<file path="src/rtl/nist_sp800_22_pkg.sv">
// Shared types and sizing helpers for the NIST SP 800-22 health-test blocks.
// Default constants target alpha = 0.01 for 128-bit sequences split into 8-bit blocks.
package nist_sp800_22_pkg;

    typedef enum logic [1:0] {
        IDLE,
        COLLECT,
        EVAL,
        REPORT
    } nist_state_t;

    localparam int unsigned NIST_DEF_N_BITS      = 128;
    localparam int unsigned NIST_DEF_M_BITS      = 8;
    localparam int unsigned NIST_DEF_FREQ_THR    = 29;
    localparam int unsigned NIST_DEF_BLK_SSQ_MAX = 256;

    // Signed running sum S spans -N..+N
    function automatic int unsigned s_width(input int unsigned n_bits);
        return $clog2(n_bits) + 2;
    endfunction

    // Per-block ones count spans 0..M
    function automatic int unsigned c_width(input int unsigned m_bits);
        return $clog2(m_bits) + 1;
    endfunction

    // Worst case SSQ is (N/M) blocks of M^2, i.e. N*M
    function automatic int unsigned ssq_width(input int unsigned n_bits, input int unsigned m_bits);
        return $clog2(n_bits * m_bits + 1);
    endfunction

endpackage

</file>
<file path="src/rtl/nist_blk_sumsq.sv">
// Block-frequency accumulator: per-block ones count, d = 2c - M, running sum of d^2.
// Latency: a block's square is folded in the cycle after its last bit; ssq_tot already includes it.
// Backpressure: none; the caller gates accept with its own valid/ready handshake.
module nist_blk_sumsq
    import nist_sp800_22_pkg::*;
#(
    parameter int unsigned N_BITS = NIST_DEF_N_BITS,
    parameter int unsigned M_BITS = NIST_DEF_M_BITS,
    parameter int unsigned SSQ_W  = ssq_width(N_BITS, M_BITS)
) (
    input  logic             clk,
    input  logic             rst,
    input  logic             clear,
    input  logic             accept,
    input  logic             finish,
    input  logic             bit_in,
    output logic [SSQ_W-1:0] ssq_tot
);

    localparam int unsigned CW = c_width(M_BITS);
    localparam int unsigned BW = $clog2(M_BITS);
    localparam int unsigned DW = CW + 2;
    localparam int unsigned PW = 2 * DW;
    localparam logic [BW-1:0]        BIDX_LAST = BW'(M_BITS - 1);
    localparam logic signed [DW-1:0] M_S       = DW'(M_BITS);

    logic [CW-1:0]        c_q;
    logic [CW-1:0]        c_fin;
    logic [BW-1:0]        bidx_q;
    logic signed [DW-1:0] d_q;
    logic signed [DW-1:0] d_n;
    logic                 d_vld_q;
    logic signed [PW-1:0] d_sq;
    logic [SSQ_W-1:0]     ssq_q;

    assign c_fin   = c_q + CW'(bit_in);
    assign d_n     = $signed({1'b0, c_fin, 1'b0}) - M_S;
    assign d_sq    = d_q * d_q;
    assign ssq_tot = ssq_q + (d_vld_q ? SSQ_W'($unsigned(d_sq)) : '0);

    always_ff @(posedge clk) begin
        if (rst || clear) begin
            c_q     <= '0;
            bidx_q  <= '0;
            d_q     <= '0;
            d_vld_q <= 1'b0;
            ssq_q   <= '0;
        end else begin
            ssq_q   <= ssq_tot;
            d_vld_q <= 1'b0;
            if (finish) begin
                // Close out the sequence so a stray partial block never leaks forward
                c_q    <= '0;
                bidx_q <= '0;
            end else if (accept) begin
                if (bidx_q == BIDX_LAST) begin
                    d_q     <= d_n;
                    d_vld_q <= 1'b1;
                    c_q     <= '0;
                    bidx_q  <= '0;
                end else begin
                    c_q    <= c_fin;
                    bidx_q <= bidx_q + 1'b1;
                end
            end
        end
    end

endmodule

</file>
<file path="src/rtl/nist_freq_blk_tester.sv">
// Frequency (monobit) and Block Frequency health tests over successive N_BITS-bit RNG sequences.
// Latency: last bit accepted in cycle t -> seq_done/results in t+2; next sequence accepts from t+3.
// Backpressure: bit_ready only in COLLECT with en high; bits are held off during EVAL/REPORT.
module nist_freq_blk_tester
    import nist_sp800_22_pkg::*;
#(
    parameter int unsigned N_BITS      = NIST_DEF_N_BITS,
    parameter int unsigned M_BITS      = NIST_DEF_M_BITS,
    parameter int unsigned FREQ_THR    = NIST_DEF_FREQ_THR,
    parameter int unsigned BLK_SSQ_MAX = NIST_DEF_BLK_SSQ_MAX,
    parameter int unsigned CNT_W       = 16
) (
    input  logic             clk,
    input  logic             rst,
    input  logic             en,
    input  logic             bit_valid,
    input  logic             bit_in,
    output logic             bit_ready,
    input  logic             clr_err,
    output logic             seq_done,
    output logic             freq_fail,
    output logic             blk_fail,
    output logic             err_freq,
    output logic             err_blk,
    output logic [CNT_W-1:0] seq_count
);

    localparam int unsigned SW    = s_width(N_BITS);
    localparam int unsigned IW    = $clog2(N_BITS);
    localparam int unsigned SSQ_W = ssq_width(N_BITS, M_BITS);
    localparam logic [IW-1:0]        IDX_LAST = IW'(N_BITS - 1);
    localparam logic signed [SW-1:0] S_ONE    = SW'(1);

    nist_state_t          state_q;
    nist_state_t          state_n;
    logic                 accept;
    logic signed [SW-1:0] s_q;
    logic [SW-1:0]        s_abs;
    logic [IW-1:0]        idx_q;
    logic [SSQ_W-1:0]     ssq_tot;
    logic                 freq_over;
    logic                 blk_over;
    logic                 acc_clear;

    assign accept    = bit_valid & bit_ready;
    assign acc_clear = (state_q == IDLE) || (state_q == REPORT);
    assign s_abs     = s_q[SW-1] ? $unsigned(-s_q) : $unsigned(s_q);
    assign freq_over = 32'(s_abs) > FREQ_THR;
    assign blk_over  = 32'(ssq_tot) > BLK_SSQ_MAX;

    nist_blk_sumsq #(
        .N_BITS (N_BITS),
        .M_BITS (M_BITS),
        .SSQ_W  (SSQ_W)
    ) u_blk_sumsq (
        .clk     (clk),
        .rst     (rst),
        .clear   (acc_clear),
        .accept  (accept),
        .finish  (state_q == EVAL),
        .bit_in  (bit_in),
        .ssq_tot (ssq_tot)
    );

    always_ff @(posedge clk) begin
        if (rst) begin
            state_q <= IDLE;
        end else begin
            state_q <= state_n;
        end
    end

    always_comb begin
        state_n   = state_q;
        bit_ready = 1'b0;
        seq_done  = 1'b0;
        case (state_q)
            IDLE: begin
                if (en) state_n = COLLECT;
            end
            COLLECT: begin
                bit_ready = en;
                if (!en) begin
                    state_n = IDLE;
                end else if (bit_valid && idx_q == IDX_LAST) begin
                    state_n = EVAL;
                end
            end
            EVAL: begin
                state_n = en ? REPORT : IDLE;
            end
            REPORT: begin
                seq_done = 1'b1;
                state_n  = en ? COLLECT : IDLE;
            end
            default: state_n = IDLE;
        endcase
    end

    always_ff @(posedge clk) begin
        if (rst) begin
            s_q       <= '0;
            idx_q     <= '0;
            freq_fail <= 1'b0;
            blk_fail  <= 1'b0;
            err_freq  <= 1'b0;
            err_blk   <= 1'b0;
            seq_count <= '0;
        end else begin
            if (acc_clear) begin
                s_q   <= '0;
                idx_q <= '0;
            end else if (accept) begin
                s_q   <= bit_in ? s_q + S_ONE : s_q - S_ONE;
                idx_q <= idx_q + 1'b1;
            end
            // Results land on the EVAL->REPORT edge so they are valid alongside seq_done
            if (state_q == EVAL && en) begin
                freq_fail <= freq_over;
                blk_fail  <= blk_over;
                seq_count <= seq_count + 1'b1;
            end
            err_freq <= (err_freq & ~clr_err) | ((state_q == REPORT) & freq_fail);
            err_blk  <= (err_blk  & ~clr_err) | ((state_q == REPORT) & blk_fail);
        end
    end

endmodule

</file>
<file path="config.mk">
export PLATFORM = sky130hd
export DESIGN_NAME = nist_freq_blk_tester
export DESIGN_NICKNAME = d
export VERILOG_FILES = /design/src/rtl/nist_sp800_22_pkg.sv /design/src/rtl/nist_blk_sumsq.sv /design/src/rtl/nist_freq_blk_tester.sv
export SDC_FILE = /design/constraint.sdc
export NUM_CORES = 1
export LEC_CHECK = 0
export ABC_CLOCK_PERIOD_IN_PS = 6000
export CAP_MARGIN = 0
export CORE_MARGIN = 10
export CORE_UTILIZATION = 42
export DETAILED_ROUTE_END_ITERATION = 8
export GPL_TIMING_DRIVEN = 0
export PLACE_DENSITY = 0.6
export SLEW_MARGIN = 20
export SYNTH_ARGS = -nofsm -noshare
export SYNTH_HDL_FRONTEND = slang
export SYNTH_SLANG_ARGS = --single-unit
</file>
<file path="constraint.sdc">
create_clock -name clk -period 6 [get_ports clk]
set_input_delay 0.9 -clock clk [delete_from_list [all_inputs] [get_ports clk]]
set_output_delay 0.9 -clock clk [all_outputs]
set_load 0.01 [all_outputs]
</file>
Yosys cells after proc, flatten, opt, wreduce, memory -nomap -nowiden. Cells that the tools add are included.

Bits of input ports: 6. Register bits after elaboration: 63. Output and inout bits: 22.

Reductions and logical operators: 10. Eq/ne operators: 7. Add/subtract/negate cells: 9. Order comparisons: 2. Mux-type cells: 14. Multipliers: 1. Bitwise logic cells: 10.

Operators by type and width (count): 2-to-1 mux 9 bit (2); adder 16 x 1 -> 16 bit (second input constant) (1); adder 11 bit (1); greater-than comparator 11 x 9 -> 1 bit (second input constant) (1); multiplier 6 x 6 -> 11 bit (1); 2-to-1 mux 11 bit (1); adder 9 x 2 -> 9 bit (second input constant) (1); greater-than comparator 9 x 5 -> 1 bit (second input constant) (1); negation 9 bit (1); subtractor 9 x 2 -> 9 bit (second input constant) (1); 2-to-1 mux 2 bit (4); case mux 2 bit (4 select lines) (1); adder 7 x 1 -> 7 bit (second input constant) (1); == test 7 bit (second input constant) (1); subtractor 5 x 4 -> 6 bit (second input constant) (1); bitwise AND 1 bit (5); adder 4 x 1 -> 4 bit (1); == test 2 bit (second input constant) (2); 2-to-1 mux 1 bit (4); 2-to-1 mux 4 bit (1); OR reduction 2 bit (2); adder 3 x 1 -> 3 bit (second input constant) (1); == test 3 bit (second input constant) (1); 2-to-1 mux 3 bit (1); other kinds (11) (16).

Logic depth before layout (Yosys ltp).
Word-level depth: 5. Gate-level depth with buffers: 19. Depth with buffers taken out: 18.

By module. A second synthesis with hierarchy kept.

Cells, all modules: 462. Area total of the unflattened synthesis: 4003.8 um^2.

By module, submodules not included: nist_freq_blk_tester (cells an instance 254, area an instance 2097.0 um^2, times used 1); nist_blk_sumsq (cells an instance 208, area an instance 1906.8 um^2, times used 1).

Least setup slack after synthesis. No wires, ideal clock.

Path type: register to register. Start: reg u_blk_sumsq.d_q[1]. End: reg blk_fail. Arrival time: 4.205 ns. Cell stages (with the launch flop): 18. Clock period less this slack: 4.332 ns. Library setup time: 0.127 ns. Setup slack: 1.668 ns. Buffers on the path: 1. Data required time: 5.873 ns. Cells stage by stage: dfxtp_1 > clkbuf_1 > nor2_1 > fa_1 > inv_1 > fa_1 > inv_1 > fa_1 > ha_1 > ha_1 > inv_1 > fa_1 > and2b_2 > nor3b_1 > ha_1 > a21oi_1 > xor2_1 > a31oi_1.

Word-level cells in the longest chain between the ends: 4.

Ends and longest elaborated chain: start, declared (RTL line nist_blk_sumsq.sv:30) `logic signed [DW-1:0] d_q;`; start signal, assigned (RTL line nist_blk_sumsq.sv:57) `d_q <= d_n;`; multiplier 6 x 6 -> 11 bit (RTL line nist_blk_sumsq.sv:38) `assign d_sq = d_q * d_q;`; 2-to-1 mux 11 bit (RTL line nist_blk_sumsq.sv:39) `assign ssq_tot = ssq_q + (d_vld_q ? SSQ_W'($unsigned(d_sq)) : '0);`; adder 11 bit (RTL line nist_blk_sumsq.sv:39); greater-than comparator 11 x 9 -> 1 bit (RTL line nist_freq_blk_tester.sv:49) `assign blk_over = 32'(ssq_tot) > BLK_SSQ_MAX;`; end signal, assigned (RTL line nist_freq_blk_tester.sv:120) `blk_fail <= blk_over;`; end, declared (RTL line nist_freq_blk_tester.sv:22) `output logic blk_fail,`.

Every way passes these cells. A chain may end at the register's enable or synchronous reset.

Worst setup path in the final report. Same ends and word-level chain as after synthesis.

==> summary.txt <==
Outcome
  – Outcome: finished clean

Synthesis
  – Avg Cell Area, Syn: roughly 8.8 µm²
  – Post-synth EDFFs: 0
  – Synth warn: 0
  – Syn Nets: 490
  – Ys async rst share: 0
  – Register area share after synthesis: 0.317
  – Synthesized area: ~0.0038 mm²
  – #FFs+latches synth: 60
  – Prevailing post-synth register cell: dfxtp_1
  – Post-synthesis cell type count: 50
  – Cells after Synth: 431

STA
  – Slew headroom: 0.611
  – RSZ-0062 raised after global routing: no
  – Max Fclk: between 200 and 250 MHz
  – Post-route minimum period: between 4 and 5 ns
  – Setup TNS: 0 ns
  – Hold Worst Slack: approximately 0.46 ns
  – Worst slew pin tran: roughly 0.58 ns
  – Setup-failing EPs final: 0
  – Final Hold Vio Count: 0
  – Clock Skew: about 0.010 ns
  – Tcrit/Tclk final: 0.782
  – Max Slew Vio Count: 0

Floorplan
  – Starting Density: 0.433
  – Vert. Die Dim: between 100 and 150 µm
  – Io pins: 28
  – Die W: about 120 µm
  – Core area: a little under 0.009 mm²
  – Die area: approximately 0.013 mm²
  – Site Rows: 34

Finish
  – Area grow syn2layout: 16.0%
  – Final Cell Area: about 0.0044 mm²
  – Most frequent cells in the layout: dfxtp_1, nor2_1, ha_1
  – Nets: 528
  – Commonest non-fill, non-tap cell in the layout: dfxtp_1
  – Layout cell share with drive strength beyond 1: 0.0549
  – Fillers: 854
  – Final core occ: 0.502
  – Antenna Cells: 0

Route
  – Post-Route WL: slightly below 8 mm
  – Per-cell routed wire length: approximately 13 µm
  – Drt pass-1 iters: 4
  – Initial DRC count: ~100
  – DR vias/cell: between 5 and 6
  – Via count: between 2000 and 3000
  – DRC Markers: 0
  – Antenna Nets Post-Route: 0

Worst setup path
  – R2r worst-path depth: 17
  – Reg-to-Reg End: blk_fail$_SDFFE_PP0P_
  – CP Class: reg2reg
  – CP Capture Type: flop
  – Req. time, crit path: 6.21 ns
  – Reg2reg start: u_blk_sumsq.d_q[1]$_SDFFE_PP0P_
  – Crit-path max FO: 10
  – Critical Path Start Type: flop
  – Setup slack, reg-to-reg: roughly 1.3 ns
  – WP data arrival: about 4.9 ns

Worst hold path
  – Hold path depth: 2
  – Hold EP: u_blk_sumsq.bidx_q[1]$_SDFFE_PP0P_
  – Hold Startpoint: u_blk_sumsq.bidx_q[1]$_SDFFE_PP0P_
  – Hold Crit Class: reg2reg

Placement
  – IO Port Bufs: 27
  – Placed inst area: approximately 0.0042 mm²
  – DP HPWL: between 6 and 7 mm
  – Placer congestion estimate: 0.809

CTS
  – Cts repair resizes: 0
  – CTS Buf Count: 9
  – CTS tree: done
  – CTS clk-pin slew, worst paths: around 0.07 ns
  – H-tree levels: 3
  – Setup Buffers After CTS: 0
  – Clock Sink Count: 60
  – Root buf cell: clkbuf_8
  – Worst-Skew Late Latency: between 0.3 and 0.4 ns
  – Clock tree buffer depth: 2
  – Hold-fix buffers, CTS: 0

Power and ir drop
  – Total power: 0.000836 W
  – Pwr dens: 190 mW/mm²
  – Max IR drop VDD: 114 µV
  – Leakage: 1.80 nW

Global routing
  – Overall Global Routing Usage: 0.124
  – Initial antenna violation count: 0
  – Largest net degree at the start of global routing: 11
  – First-pass GRT wire length: between 10 and 15 mm
  – Congestion Overflow GR: 0
  – Vias in the first global route: between 2000 and 3000

Run
  – Max cap viols: 0
==> worst max-delay path by stage <==
stage | startpoint | endpoint | slack (ns) | cells after the start
after floorplan | u_blk_sumsq.d_q[1]$_SDFFE_PP0P_ | blk_fail$_SDFFE_PP0P_ | 1.67 | 17
after global placement | u_blk_sumsq.d_q[1]$_SDFFE_PP0P_ | blk_fail$_SDFFE_PP0P_ | 1.31 | 17
after detailed placement | u_blk_sumsq.d_q[1]$_SDFFE_PP0P_ | blk_fail$_SDFFE_PP0P_ | 1.31 | 17
after CTS | u_blk_sumsq.d_q[1]$_SDFFE_PP0P_ | blk_fail$_SDFFE_PP0P_ | 1.28 | 17
after global routing | u_blk_sumsq.d_q[1]$_SDFFE_PP0P_ | blk_fail$_SDFFE_PP0P_ | 0.98 | 18
final | u_blk_sumsq.d_q[1]$_SDFFE_PP0P_ | blk_fail$_SDFFE_PP0P_ | 1.31 | 17
==> cell usage after synthesis, types with 2 or more instances <==
| cell type | instances | share of area |
|---|---|---|
| a211oi_1 | 5 | 0.0099 |
| a21o_1 | 5 | 0.0099 |
| a21oi_1 | 33 | 0.044 |
| a22oi_1 | 2 | 0.0040 |
| a31oi_1 | 4 | 0.0066 |
| and2_1 | 14 | 0.023 |
| and3_1 | 7 | 0.012 |
| buf_2 | 2 | 0.0026 |
| clkbuf_1 | 8 | 0.0079 |
| dfxtp_1 | 60 | 0.32 |
| fa_1 | 14 | 0.074 |
| ha_1 | 39 | 0.13 |
| inv_1 | 28 | 0.028 |
| mux2i_1 | 5 | 0.013 |
| nand2_1 | 36 | 0.036 |
| nand2b_1 | 4 | 0.0066 |
| nand3_1 | 8 | 0.011 |
| nand3b_1 | 3 | 0.0059 |
| nand4_1 | 7 | 0.012 |
| nor2_1 | 50 | 0.049 |
| nor2b_1 | 4 | 0.0066 |
| nor3_1 | 5 | 0.0066 |
| nor3b_1 | 2 | 0.0040 |
| nor4_1 | 2 | 0.0033 |
| o21a_1 | 2 | 0.0040 |
| o21ai_0 | 6 | 0.0079 |
| o21ai_1 | 3 | 0.0040 |
| o21bai_1 | 7 | 0.014 |
| or3_1 | 4 | 0.0066 |
| xnor2_1 | 26 | 0.060 |
| xor2_1 | 17 | 0.039 |
==> power breakdown <==
group	total, W	switching (W)	internal (W)	leakage, nW
registers	0.000404	0.00000313	0.000401	0.483
clock network	0.000369	0.000155	0.000213	0.102
logic	0.0000627	0.0000404	0.0000224	1.22
==> registers in the layout, summed over array words and instances (netlist names), 2 cells and up <==
| name | count |
|---|---|
| seq_count | 16 |
| u_blk_sumsq.bidx_q | 3 |
| s_q | 9 |
| idx_q | 7 |
| state_q | 2 |
| u_blk_sumsq.d_q | 5 |
| u_blk_sumsq.ssq_q | 9 |
| u_blk_sumsq.c_q | 4 |
==> through the flow <==
stage                     setup WS, ns  cells
after floorplan                   1.67    431
after global placement            1.31    566
after detailed placement          1.31    566
after CTS                         1.28    582
after global routing             0.975    582
final                             1.31    582
==> cell type report <==
| type | count | area [µm²] | share of cell area |
|---|---|---|---|
| buffer | 12 | 51.3 | 0.0117 |
| clock buffer | 12 | 155 | 0.0352 |
| clock inverter | 4 | 47.5 | 0.0108 |
| inverter | 29 | 109 | 0.0247 |
| multi-input combinational | 330 | 2430 | 0.553 |
| sequential | 60 | 1200 | 0.273 |
| tap | 108 | 135 | 0.0307 |
| timing repair buffer | 27 | 270 | 0.0614 |
==> layer usage <==
| metal | part of all wire | up-vias | track usage |
|---|---|---|---|
| met5 | 0 | - | 0 |
| met2 | 0.48 | 22 | 0.213 |
| met4 | 0.0069 | 0 | 0.0322 |
| met1 | 0.48 | 1373 | 0.149 |
| met3 | 0.030 | 4 | 0.0344 |
| li1 | - | 1544 | - |
==> cells by family after synthesis <==
kind of cell             share of synthesized area
buffers and inverters                       0.0422
AND/OR/NAND/NOR                              0.207
multiplexers                                0.0132
XOR/XNOR                                    0.0992
flip-flops                                   0.317
AO/OA/AOI/OAI                                0.120
adder cells (fa/ha/maj)                      0.202
==> critical path, cell delays in order (launching register included) <==
cell      delay [ns]
dfxtp_1         0.32
clkbuf_1        0.33
nor2_1          0.14
fa_1            0.53
inv_1           0.06
fa_1            0.53
inv_1           0.05
fa_1            0.47
ha_1            0.29
ha_1            0.16
inv_1           0.05
fa_1            0.42
and2b_2         0.22
nor3b_1         0.20
ha_1            0.29
a21oi_1         0.17
xor2_1          0.23
a31oi_1         0.10
(Power assumes the default switching activity.)
